`src/rtl/keypad_scan.sv`:
```
// -----------------------------------------------------------------------------
// keypad_scan
//   Scanner for a 4x4 matrix keypad. Walks an active-low row strobe and samples
//   the synchronized column returns at the end of each row dwell. It assembles
//   a 16-bit frame and rejects frames with zero or several keys down. It also
//   debounces the result over DEBOUNCE_FRAMES identical frames before
//   presenting it as a one-hot key code.
//
// Parameters
//   SCAN_DIV        clk cycles per row dwell
//   DEBOUNCE_FRAMES identical frames required before onehot changes
//
// Ports
//   clk        in   system clock
//   rst        in   asynchronous active-high reset
//   col[3:0]   in   column returns, active-low, asynchronous to clk
//   row[3:0]   out  row strobe, exactly one bit low
//   onehot     out  debounced key, bit 4*row+col; 0 = no key
//   key_event  out  one-cycle pulse when onehot takes a new nonzero value
//
// Handshake: none. key_event is a single-cycle strobe that is qualified by the
// onehot value presented in the same cycle. There is no back-pressure.
// -----------------------------------------------------------------------------
module keypad_scan #(
   parameter int SCAN_DIV        = 50000,
   parameter int DEBOUNCE_FRAMES = 5
) (
   input  logic        clk,
   input  logic        rst,
   input  logic [3:0]  col,
   output logic [3:0]  row,
   output logic [15:0] onehot,
   output logic        key_event
);

   localparam int DIV_W = (SCAN_DIV > 1) ? $clog2(SCAN_DIV) : 1;
   localparam int CNT_W = $clog2(DEBOUNCE_FRAMES + 1);

   localparam logic [DIV_W-1:0] DIV_LAST = DIV_W'(SCAN_DIV - 1);
   localparam logic [CNT_W-1:0] CNT_MAX  = CNT_W'(DEBOUNCE_FRAMES);
   localparam logic [CNT_W-1:0] CNT_ONE  = CNT_W'(1);

   typedef enum logic [1:0] {
      ROW0 = 2'd0,
      ROW1 = 2'd1,
      ROW2 = 2'd2,
      ROW3 = 2'd3
   } row_state_e;

   // Column synchronizer
   logic [3:0]       col_meta_q;
   logic [3:0]       col_s_q;

   // Scan and debounce state
   logic [DIV_W-1:0] div_q, div_d;
   row_state_e       state_q, state_d;
   logic [11:0]      frame_q, frame_d;
   logic [15:0]      prev_q, prev_d;
   logic [CNT_W-1:0] cnt_q, cnt_d;
   logic [15:0]      onehot_q, onehot_d;
   logic             key_event_q, key_event_d;

   // Combinational helpers
   logic             tick;
   logic [3:0]       keys_row;
   logic [15:0]      full;
   logic [15:0]      cand;
   logic [CNT_W-1:0] cnt_upd;
   logic [15:0]      prev_upd;

   function automatic logic [4:0] popcount16(input logic [15:0] v);
      logic [4:0] n;
      n = '0;
      for (int i = 0; i < 16; i++) begin
         n = n + {4'd0, v[i]};
      end
      return n;
   endfunction

   always_ff @(posedge clk or posedge rst) begin
      if (rst) begin
         col_meta_q <= 4'b1111;
         col_s_q    <= 4'b1111;
      end else begin
         col_meta_q <= col;
         col_s_q    <= col_meta_q;
      end
   end

   always_ff @(posedge clk or posedge rst) begin
      if (rst) begin
         div_q       <= '0;
         state_q     <= ROW0;
         frame_q     <= '0;
         prev_q      <= '0;
         cnt_q       <= CNT_MAX;
         onehot_q    <= '0;
         key_event_q <= 1'b0;
      end else begin
         div_q       <= div_d;
         state_q     <= state_d;
         frame_q     <= frame_d;
         prev_q      <= prev_d;
         cnt_q       <= cnt_d;
         onehot_q    <= onehot_d;
         key_event_q <= key_event_d;
      end
   end

   always_comb begin
      tick     = (div_q == DIV_LAST);
      div_d    = tick ? '0 : div_q + 1'b1;
      keys_row = ~col_s_q;

      // The ROW3 nibble is taken live from the sampled columns; only rows 0..2
      // need storage.
      full = {keys_row, frame_q};
      cand = (popcount16(full) == 5'd1) ? full : 16'h0000;

      // Debounce bookkeeping for the frame that completes this cycle. It is
      // only committed when the ROW3 tick fires.
      if (cand == prev_q) begin
         prev_upd = prev_q;
         cnt_upd  = (cnt_q >= CNT_MAX) ? CNT_MAX : cnt_q + 1'b1;
      end else begin
         prev_upd = cand;
         cnt_upd  = CNT_ONE;
      end

      state_d     = state_q;
      frame_d     = frame_q;
      prev_d      = prev_q;
      cnt_d       = cnt_q;
      onehot_d    = onehot_q;
      key_event_d = 1'b0;

      case (state_q)
         ROW0: begin
            if (tick) begin
               frame_d[3:0] = keys_row;
               state_d      = ROW1;
            end
         end
         ROW1: begin
            if (tick) begin
               frame_d[7:4] = keys_row;
               state_d      = ROW2;
            end
         end
         ROW2: begin
            if (tick) begin
               frame_d[11:8] = keys_row;
               state_d       = ROW3;
            end
         end
         ROW3: begin
            if (tick) begin
               state_d = ROW0;
               prev_d  = prev_upd;
               cnt_d   = cnt_upd;
               if ((cnt_upd == CNT_MAX) && (cand != onehot_q)) begin
                  onehot_d    = cand;
                  // A release clears onehot silently. Only a new key pulses.
                  key_event_d = |cand;
               end
            end
         end
         default: state_d = ROW0;
      endcase
   end

   assign row       = ~(4'b0001 << state_q);
   assign onehot    = onehot_q;
   assign key_event = key_event_q;

endmodule

```
`config.mk`:
```
export PLATFORM = sky130hd
export DESIGN_NAME = keypad_scan
export DESIGN_NICKNAME = d
export VERILOG_FILES = /design/src/rtl/keypad_scan.sv
export SDC_FILE = /design/constraint.sdc
export NUM_CORES = 1
export LEC_CHECK = 0
export BUFFER_PORTS_ARGS = -buffer_cell sky130_fd_sc_hd__buf_2
export CAP_MARGIN = 10
export CORE_MARGIN = 2
export CORE_UTILIZATION = 45
export CTS_CLUSTER_SIZE = 28
export DETAILED_ROUTE_END_ITERATION = 6
export GPL_TIMING_DRIVEN = 0
export HOLD_SLACK_MARGIN = 0.08
export PLACE_DENSITY_LB_ADDON = 0.2
export SYNTH_ARGS = -nofsm -noshare
export SYNTH_HDL_FRONTEND = slang
export SYNTH_SLANG_ARGS = --single-unit
```
`constraint.sdc`:
```
create_clock -name clk -period 7.7 [get_ports clk]
set_input_delay 0.77 -clock clk [delete_from_list [all_inputs] [get_ports clk]]
set_output_delay 0.77 -clock clk [all_outputs]
set_load 0.02 [all_outputs]
```
==> run metrics, run 1 <==
worst r2r src frame_q[5]; Async S/R FF share, synth 100%; n_diodes 0; met3 wire length 504 microns; Root Buffer clkbuf_8; post-synth design cell area roughly 4300 sq um; placed cell count approximately 570; Synth Warn # 0; critical path required time roughly 7900 ps; Data arrival, critical path 7080 ps; cell taking the most area after synthesis dfrtp_1; Initial DRT Pass Iterations 4; top cells by area, synth dfrtp_1 (37%), dfstp_2 (6.1%), mux2_2 (6.0%), fa_1 (4.6%), xor2_1 (4.2%); number of I/O pins 27; Post-synth EDFFs 0; slowest stage delay, CP 740 ps; clock buffer depth 2; post-route insts no fill 584; Hold Violations, Final 0; Synth Flop Type dfrtp_1; clk slew on worst S/H paths ~80 ps; VDD IR max approximately 0.1 mV; largest net degree at the start of global routing 50; CP dominant cell by count fa_1; Die H just over 100 microns; Leak 2.23 nW; Iter 0 DRT Violations 226; GRT Util Overall between 20% and 30%; total die area 10400 sq um; status finished clean; Setup Buffers After CTS 0; worst min-delay path endpoint col_s_q[2]; Die Wd 102 microns; hold path cells 0; # clock sinks 74; CP max-delay cell a2111oi_4; Post-Syn Nets between 400 and 500; #FFs+latches synth 74; RSZ-0062 raised after global routing false; Worst Setup Path Type reg -> reg; PortBufs 26; gr ovfl total 0; top-area cell type share of the netlist area approximately 37%; Netlist cell types 55; Layout area overhead 11.3%; overall routed net length 10100 microns; Via density 5.70; Synth Instances roughly 410; Setup Skew about 12 ps; top layer in use met4; setup total negative slack 0 ps; vias 3326; core area 9280 sq um; CTS tree done; r2r worst-path depth 22; Core Rows 35; CTS-repair resized insts 0; relative slew slack 46.3%; fin crit period a little under 7000 ps; antenna viol nets, final 0; Max Cap Viol 0; pre-CTS setup slack approximately 960 ps; Top delay family on crit path adder cells; Worst R2R Setup Slack ~860 ps; worst setup margin around 860 ps; initial antenna violation count 0; Initial Util 46.6%; Hold Crit Start col_meta_q[2]; pwr dens about 160 nW/um^2; worst hold path type reg -> reg; Final HPWL DP 7270 microns; DR WL met2 ~4800 microns; syn avg cell area ~11 sq um; CTS HTree Levels 3; Clk Latency, worst-skew pair approximately 360 ps; layout cells sized above 1 between 20% and 30%; CTS hold repair buffers 0; Cell Chain, Critical Path clkbuf_1 -> inv_1 -> fa_1 -> fa_1 -> inv_1 -> fa_1 -> inv_1 -> fa_1 -> inv_1 -> ha_1 -> fa_1 -> nand2b_1 -> o21ai_1 -> buf_2 -> buf_1 -> nand2_1 -> clkbuf_1 -> o21ai_0 -> and4_1 -> a2111oi_4 -> buf_6 -> mux2_4; period utilization about nine tenths; Setup crit start kind flop; Layout Nets 478; register area share after synthesis 43.1%; DR WL/cell 17.3 microns; placer congestion estimate between 0.8 and 0.9; fin. max-slew vios 0; DRT met1 WL ~4600 microns; Setup-failing EPs final 0; CTS buffer count 9; vias in the first global route 3219; number of buffers and inverters on the critical path 9; end of the worst register-to-register path onehot[4]; actual slew at the worst max-slew pin between 800 and 900 ps; DR DRC count 0; first-pass GRT wire length 16900 microns; Max Clock Freq about 0.15 GHz; CP Max Fanout 10; Crit. End Element flop
## routing by layer
metal / up-vias / global-route usage (%)
met5: - / 0
met4: 0 / 7.08
met3: 15 / 3.35
met2: 98 / 35.2
met1: 1662 / 29.1
li1: 1551 / -
## stage by stage
step	hold WS, ps	area [sq um]	power (mW)	util, %
final	357	4820	0.753	51.9
after global routing	363	4820	0.791	51.9
after CTS	358	4820	0.758	51.9
after detailed placement	347	4650	0.488	50.1
after global placement	346	4620	0.484	49.8
after floorplan	345	4330	0.460	-
## flip-flops by register name, summed over array words and instances (netlist names)
register	count
cnt_q	3
col_meta_q	4
col_s_q	4
div_q	16
frame_q	12
key_event	1
onehot	16
prev_q	16
state_q	2
## report_power, final
group          internal [mW]  switching (mW)
Clock                  0.118           0.154
Sequential             0.392         0.00148
Combinational         0.0267          0.0610
Total                  0.537           0.217
## final cells by class
| type | count | area, sq um |
|---|---|---|
| Clock buffer | 10 | 128 |
| Multi-Input combinational cell | 290 | 2260 |
| Inverter | 31 | 119 |
| Clock inverter | 6 | 40.0 |
| Tap cell | 129 | 161 |
| Timing Repair Buffer | 27 | 158 |
| Fill cell | 864 | 4470 |
| Buffer | 17 | 87.6 |
| Sequential cell | 74 | 1860 |
## cell usage after synthesis, types with 2 or more instances
library cell	n
nor3_1	9
o21ai_0	19
and3_1	10
nand3_1	14
xor2_1	21
nand3b_1	6
nor4_1	5
or3_1	2
or2_2	2
nor4b_1	5
a31oi_1	8
buf_2	7
o22ai_1	9
ha_1	12
nor2b_1	3
fa_1	10
nor2_1	20
nand2b_1	5
and2_1	3
mux2_4	10
a311o_1	9
nand4_1	3
clkbuf_1	7
mux2_2	23
a21oi_1	3
nor4bb_1	5
a311oi_1	7
inv_1	31
buf_6	2
dfstp_2	10
nand2_1	38
xnor2_1	8
dfrtp_1	64
## worst register-to-register path, delay by kind of cell (launching register included)
| family | cells | cell delay (ps) |
|---|---|---|
| AND/OR/NAND/NOR | 3 | 540 |
| AO/OA/AOI/OAI | 3 | 1100 |
| flip-flops | 1 | 330 |
| multiplexers | 1 | 310 |
| adder cells (fa/ha/maj) | 6 | 2640 |
| buffers and inverters | 9 | 1800 |
## worst max path at each step
stage | startpoint | to | slack [ps] | depth (start not counted)
after floorplan | frame_q[5] | onehot[0] | 1910 | 21
after global placement | frame_q[5] | onehot[2] | 1020 | 22
after detailed placement | frame_q[5] | onehot[9] | 960 | 22
after CTS | frame_q[5] | onehot[4] | 920 | 22
after global routing | frame_q[5] | onehot[4] | 560 | 22
final | frame_q[5] | onehot[4] | 860 | 22
## kinds of logic after synthesis
kind of cell	Yosys count	share of synthesized area, %
AOI/OAI and AO/OA	68	11.4
xor gates and xnor gates	29	5.87
adders and majority gates	22	8.09
buffers and inverters	48	4.71
DFF	74	43.1
muxes	33	9.45
and+or+nand+nor	138	17.3
## layout by cell type, fill, tap and decap left out, types with 10 or more instances in the layout
| master | count |
|---|---|
| nor2_1 | 20 |
| dfstp_2 | 10 |
| dfrtp_1 | 64 |
| o21ai_0 | 19 |
| mux2_2 | 23 |
| mux2_4 | 10 |
| fa_1 | 10 |
| inv_1 | 30 |
| ha_1 | 12 |
| and3_1 | 10 |
| xor2_1 | 21 |
| nand2_1 | 38 |
| nand3_1 | 14 |
| buf_2 | 33 |
No activity file was read; power rests on OpenSTA's default activity.
==> run 2, diff against run 1 <==
--- a/config.mk
+++ b/config.mk
@@ -7,11 +7,12 @@
 export LEC_CHECK = 0
 export BUFFER_PORTS_ARGS = -buffer_cell sky130_fd_sc_hd__buf_2
 export CAP_MARGIN = 10
+export CELL_PAD_IN_SITES_DETAIL_PLACEMENT = 1
+export CELL_PAD_IN_SITES_GLOBAL_PLACEMENT = 1
 export CORE_MARGIN = 2
 export CORE_UTILIZATION = 45
 export CTS_CLUSTER_SIZE = 28
 export DETAILED_ROUTE_END_ITERATION = 6
-export GPL_TIMING_DRIVEN = 0
 export HOLD_SLACK_MARGIN = 0.08
 export PLACE_DENSITY_LB_ADDON = 0.2
 export SYNTH_ARGS = -nofsm -noshare
==> run 2 against run 1 <==
Largest cell class unchanged. Hold slack better by 0.65 ps. Register-to-register slack improved by 320 ps. Utilization shrank 0.61 points. Critical endpoint is now onehot[10]. Die area stayed put. Clock power rose by 22%. Global-route usage up 1.2 points. Sequential power hardly changed.
==> run metrics, run 2 (synthesis gave the netlist of run 1 again) <==
overall routed net length 11000 microns (+8.3%); most frequent cells in the layout dfrtp_1 (64), nand2_1 (38), inv_1 (30); post-route insts no fill 568 (-2.7%); Clk Latency, worst-skew pair 350 ps (about the same); pwr dens 168 nW/um^2 (+7.6%); Worst Setup Path Type reg -> reg; vias in the first global route 3492 (+8.5%); fin crit period 6520 ps (-318 ps); total die area 10400 sq um (unchanged); Placed Area 4550 sq um (-2.1%); Cell Chain, Critical Path inv_1 -> fa_1 -> fa_1 -> inv_1 -> fa_1 -> inv_1 -> fa_1 -> inv_1 -> ha_1 -> fa_1 -> nand2b_1 -> o21ai_2 -> nand3_1 -> a22o_1 -> or4_1 -> a2111oi_4 -> buf_4 -> mux2_2; Hold Violations, Final 0 (unchanged); placer congestion estimate 0.864 (-1.8%); Setup Skew 13.3 ps (+1.12 ps); CTS tree done; DR WL/cell 19.3 microns (+11%); RSZ-0062 raised after global routing false; CTS hold repair buffers 0 (unchanged); status finished clean; layout cells sized above 1 21.0% (-1.0 points); setup total negative slack 0 ps (unchanged); r2r worst-path depth 18 (-18%); hold path cells 0 (unchanged); Reg area 1860 sq um (unchanged); CTS-repair resized insts 0 (unchanged); PortBufs 26 (unchanged); Layout Nets 462 (-3.3%); first-pass GRT wire length 17800 microns (+5.3%); Setup Buffers After CTS 0 (unchanged); critical path required time 7940 ps (about the same); Top delay family on crit path adder cells; Initial DRT Pass Iterations 4 (unchanged); GRT Util Overall 22.6% (+1.2 points); period utilization 84.7% (-4.1 points); CP max-delay cell o21ai_2; Root Buffer clkbuf_8; Leak 2.20 nW (-1.3%); Max Cap Viol 0 (unchanged); Core Rows 35 (unchanged); area occupied by multi-input gates 2260 sq um (+0.17%); n_diodes 0 (unchanged); vias 3261 (-2.0%); slowest stage delay, CP 920 ps (+180 ps); CTS HTree Levels 3 (unchanged); Die H 102 microns (unchanged); FILL cells 1067 (+23%); Power Total 0.801 mW (+6.4%); antenna viol nets, final 0 (unchanged); initial antenna violation count 0 (unchanged); CTS buffer count 9 (unchanged); Levels on crit path 18 (-18%); Die Wd 102 microns (unchanged); Setup-failing EPs final 0 (unchanged); largest net degree at the start of global routing 75 (+50%); Iter 0 DRT Violations 94 (-58%); clock buffer depth 2 (unchanged); clk slew on worst S/H paths 80 ps (about the same); DR DRC count 0 (unchanged); Max Clock Freq 0.153 GHz (+4.9%); number of I/O pins 27 (unchanged); gr ovfl total 0 (unchanged); worst hold path type reg -> reg; commonest non-fill, non-tap cell in the layout dfrtp_1; Crit. End Element flop; number of buffers and inverters on the critical path 5 (-4); Final HPWL DP 7870 microns (+8.3%); Layout area overhead 10.0%; fin. max-slew vios 0 (unchanged); Initial Util 46.6% (unchanged); CP dominant cell by count fa_1; Via density 5.74 (+0.81%); relative slew slack 21.6% (-25 points); Setup crit start kind flop; core area 9280 sq um (unchanged); Data arrival, critical path 6760 ps (-320 ps); CP Max Fanout 30 (+20); # clock sinks 74 (unchanged); placed cell count 552 (-2.8%); final instance area 4760 sq um (-1.2%); VDD IR max 0.102 mV (+0.79%); actual slew at the worst max-slew pin 1180 ps (+370 ps)
-- run 2: cell types whose count changed in the layout (fill, tap and decap cells not counted), sizes merged --
cell | before | now
buf | 37 | 28
clkbuf | 17 | 11
bufinv | 0 | 2
inv | 33 | 31
clkinvlp | 1 | 0
-- run 2: routing by layer --
layer | vias up | global-route usage [%] | part of all wire (%) | wire (microns)
met5 | - | 0 | 0 | 0
met4 | 0 | 7.18 | 1.8 | 195
met3 | 18 | 3.83 | 2.9 | 318
met2 | 55 | 38.7 | 49 | 5390
met1 | 1672 | 29.2 | 46 | 5050
li1 | 1516 | - | - | -
-- run 2: worst paths after layout --
| kind | slack [ps] | end | startpoint |
|---|---|---|---|
| worst min-delay path | 360 | col_s_q[1] | col_meta_q[1] |
| worst min register to register | 360 | col_s_q[1] | col_meta_q[1] |
| min in group asynchronous | 710 | onehot[1] | rst |
| worst max register to register | 1180 | onehot[10] | frame_q[9] |
| worst max-delay path | 1180 | onehot[10] | frame_q[9] |
| max in group asynchronous | 6400 | frame_q[0] | rst |
-- run 2: final cells by class --
type	instances	area share, %
multi-input combinational	290	47.5
inverter	31	2.44
clock buffer	11	2.76
timing repair buffer	28	3.05
clock inverter	5	1.66
tap	129	3.39
sequential	74	39.2
-- run 2: metrics by stage --
stage	utilization (%)	hold slack, ps	setup WS [ps]
final	51.3	358	1180
after global routing	51.3	361	856
after CTS	51.3	359	1220
after detailed placement	49.0	347	1240
after global placement	49.0	346	1380
after floorplan	-	345	1910
-- run 2: power breakdown --
| part | switching, mW | total [mW] | leakage, nW | internal [mW] |
|---|---|---|---|---|
| clock network | 0.149 | 0.331 | 0.107 | 0.182 |
| registers | 0.00415 | 0.397 | 0.985 | 0.392 |
| logic | 0.0538 | 0.0735 | 1.11 | 0.0197 |
| total | 0.207 | 0.801 | 2.20 | 0.594 |
==> run 3, diff against run 2 <==
--- a/config.mk
+++ b/config.mk
@@ -5,12 +5,13 @@
 export SDC_FILE = /design/constraint.sdc
 export NUM_CORES = 1
 export LEC_CHECK = 0
+export ABC_AREA = 1
 export BUFFER_PORTS_ARGS = -buffer_cell sky130_fd_sc_hd__buf_2
 export CAP_MARGIN = 10
 export CELL_PAD_IN_SITES_DETAIL_PLACEMENT = 1
 export CELL_PAD_IN_SITES_GLOBAL_PLACEMENT = 1
 export CORE_MARGIN = 2
-export CORE_UTILIZATION = 45
+export CORE_UTILIZATION = 41
 export CTS_CLUSTER_SIZE = 28
 export DETAILED_ROUTE_END_ITERATION = 6
 export HOLD_SLACK_MARGIN = 0.08
==> constraint.sdc (replaced) <==
create_clock -name clk -period 5.7 [get_ports clk]
set_input_delay 0.57 -clock clk [delete_from_list [all_inputs] [get_ports clk]]
set_output_delay 0.57 -clock clk [all_outputs]
set_load 0.02 [all_outputs]
==> run 3 against run 2 <==
Synthesized cell count rose by 33%. Combinational power increased by 85%. Fmax is 20% higher. Clock power increased by 70%. Global-route usage down 0.92 points. Die area up 10%. Critical path type unchanged. Critical endpoint is now onehot[11].
==> run metrics, run 3 <==
status finished clean; Crit. End Element flop; Die H 107 microns (+4.9%); n_diodes 0 (unchanged); post-synth design cell area 4360 sq um (+0.66%); Setup crit start kind flop; most common library cells after synthesis nand2_1 (149), inv_1 (102), dfrtp_1 (64); CTS buffer count 9 (unchanged); Sw Pwr 0.309 mW (+49%); cell taking the most area after synthesis dfrtp_1; Die Wd 107 microns (+4.9%); total die area 11500 sq um (+10%); VDD IR max 0.114 mV (+12%); Core Rows 37 (+5.7%); routing usage on met2 36.2% (-2.5 points); clock buffer depth 2 (unchanged); gr ovfl total 0 (unchanged); pre-CTS setup slack 146 ps (-1100 ps); Setup Skew 10.0 ps (-3.23 ps); antenna viol nets, final 0 (unchanged); Initial DRT Pass Iterations 4 (unchanged); Post-synth EDFFs 0 (unchanged); Post-Synth Simple-Gate Area 31.7% (+14 points); Layout area overhead 15.3%; layout cells sized above 1 16.6% (-4.4 points); Compound-Gate Fraction of Synth Area 6.06% (-5.4 points); Post-Syn Nets 576 (+31%); hold path cells 1 (+1); CTS hold repair buffers 0 (unchanged); GR met1 Demand/Resource 28.2% (-1.0 points); Layout Nets 614 (+33%); Iter 0 DRT Violations 178 (+89%); worst setup margin 250 ps (-927 ps); initial antenna violation count 0 (unchanged); clk slew on worst S/H paths 80 ps (about the same); Initial Util 42.2% (-4.4 points); FILL cells 1284 (+20%); cell internal pwr 0.923 mW (+55%); largest family of logic cells by synthesized area simple AND/OR/NAND/NOR gates; Hold Violations, Final 0 (unchanged); r2r worst-path depth 26 (+8); CTS HTree Levels 3 (unchanged); Synth Area in Adders 8.04% (-0.053 points); DR DRC count 0 (unchanged); Async S/R FF share, synth 100% (unchanged); Netlist cell types 33 (-40%); WHS 294 ps (-63.5 ps); largest net degree at the start of global routing 75 (unchanged); Setup-failing EPs final 0 (unchanged); number of I/O pins 27 (unchanged); power share of the clock group 45.7% (+4.4 points); Data arrival, critical path 5710 ps (-1050 ps); placer congestion estimate 0.807 (-6.6%); fin util 48.7% (-2.6 points); Root Buffer clkbuf_8; commonest non-fill, non-tap cell in the layout nand2_1; DR WL/cell 15.8 microns (-18%); fin crit period 5450 ps (-1070 ps); PortBufs 26 (unchanged); syn avg cell area 7.95 sq um (-24%); Logic pwr share 11.0% (+1.8 points); critical path required time 5960 ps (-1980 ps); worst hold path type in -> reg; register area share after synthesis 42.8% (-0.28 points); pwr dens 245 nW/um^2 (+46%); # clock sinks 74 (unchanged); Max Clock Freq 0.183 GHz (+20%); CTS tree done; relative slew slack 35.8% (+14 points); Synth Instances 548 (+33%); GR peak layer met2; post-synthesis mux area share 0% (-9.5 points); Clk Latency, worst-skew pair 370 ps (+20 ps); Power Total 1.23 mW (+54%); actual slew at the worst max-slew pin 963 ps (-213 ps); #FFs+latches synth 74 (unchanged); switching share of power 25.1% (-0.73 points); first-pass GRT wire length 19400 microns (+8.9%); Worst Setup Path Type reg -> reg; Synth Area in XOR/XNOR 0.402% (-5.5 points); GRT Util Overall 21.6% (-0.92 points); Synth Flop Type dfrtp_1; core area 10300 sq um (+11%); Final HPWL DP 8140 microns (+3.4%); most frequent cell after synthesis nand2_1; Leak 2.58 nW (+17%); Synth Warn # 0 (unchanged); CP max-delay cell fa_1; fin. max-slew vios 0 (unchanged); slowest stage delay, CP 540 ps (-380 ps); CP Max Fanout 14 (-53%); vias in the first global route 3814 (+9.2%); Max Cap Viol 0 (unchanged); most frequent cells in the layout nand2_1 (149), inv_1 (101), dfrtp_1 (62); overall routed net length 11500 microns (+5.0%); GR Util met3 3.83% (about the same); Flop pwr share 43.3% (-6.2 points); Via density 5.11 (-11%); vias 3718 (+14%); top cells by area, synth dfrtp_1 (37%), nand2_1 (13%), inv_1 (8.8%), nand4_1 (7.5%), dfstp_2 (6.0%); period utilization 95.6% (+11 points); CP dominant cell by count nand2_1; top-area cell type share of the netlist area 36.8% (-0.24 points)
[run 3: cell count changes after synthesis, sizes merged, moves of 8 or more]
cell | before | now
nand3 | 14 | 32
nor2 | 20 | 33
inv | 31 | 102
xor2 | 21 | 2
o21ai | 20 | 36
nand2 | 38 | 150
and3 | 10 | 1
mux2 | 33 | 0
o22ai | 9 | 0
nand4 | 3 | 52
a311o | 9 | 0
xnor2 | 8 | 0
[run 3: layout make-up]
class | instances | area [sq um] | area share (%)
sequential | 74 | 1870 | 37.2
inverter | 103 | 387 | 7.69
clock inverter | 6 | 136 | 2.71
timing repair buffer | 42 | 278 | 5.53
tap | 136 | 170 | 3.39
multi-input combinational | 356 | 2050 | 40.8
clock buffer | 10 | 138 | 2.74
[run 3: power groups by stage]
stage | Clock (mW) | Sequential, mW | Combinational (mW)
2_1_floorplan | 0 | 0.542 | 0.0939
3_3_place_gp | 0 | 0.543 | 0.121
3_5_place_dp | 0 | 0.543 | 0.125
4_1_cts | 0.574 | 0.533 | 0.125
5_1_grt | 0.597 | 0.534 | 0.152
6_report | 0.563 | 0.533 | 0.136
[run 3: path summary, 6_finish.rpt]
check	from	end	slack, ps
max	frame_q[0]	onehot[11]	250
min	col[3]	col_meta_q[3]	290
max reg2reg	frame_q[0]	onehot[11]	250
min reg2reg	col_meta_q[0]	col_s_q[0]	360
max in group asynchronous	rst	frame_q[5]	4520
min in group asynchronous	rst	onehot[15]	490
[run 3: repair_timing]
action / 4_1_cts / 5_1_grt
gates resized for setup: 0 / 12
buffers inserted: 0 / 4
setup endpoints to repair: 0 / 33
[run 3: per-layer routing]
layer / vias to the layer above / wire length, microns
li1: 1837 / -
met1: 1830 / 5370
met2: 37 / 5680
met3: 14 / 265
met4: 0 / 180
met5: - / 0
[run 3: kinds of logic (layout without fill, tap and decap cells)]
family | count (synthesis) | after routing
simple gates | 281 | 282
buf+inv | 119 | 161
flops | 74 | 74
compound gates | 50 | 50
fa+ha+maj | 22 | 22
xor+xnor | 2 | 2
[run 3: per-stage QoR]
stage	instance area, sq um	setup TNS [ps]	instances
after floorplan	4360	0	548
after global placement	4670	0	706
after detailed placement	4670	0	706
after CTS	4940	0	722
after global routing	5020	-144	727
final	5020	0	727
[run 3: critical path, delay by kind of cell, from the launching register on]
kind          cells  cell delay, ps
simple gates     13            1560
fa+ha+maj         6            2630
flops             1             450
buf+inv           7             710
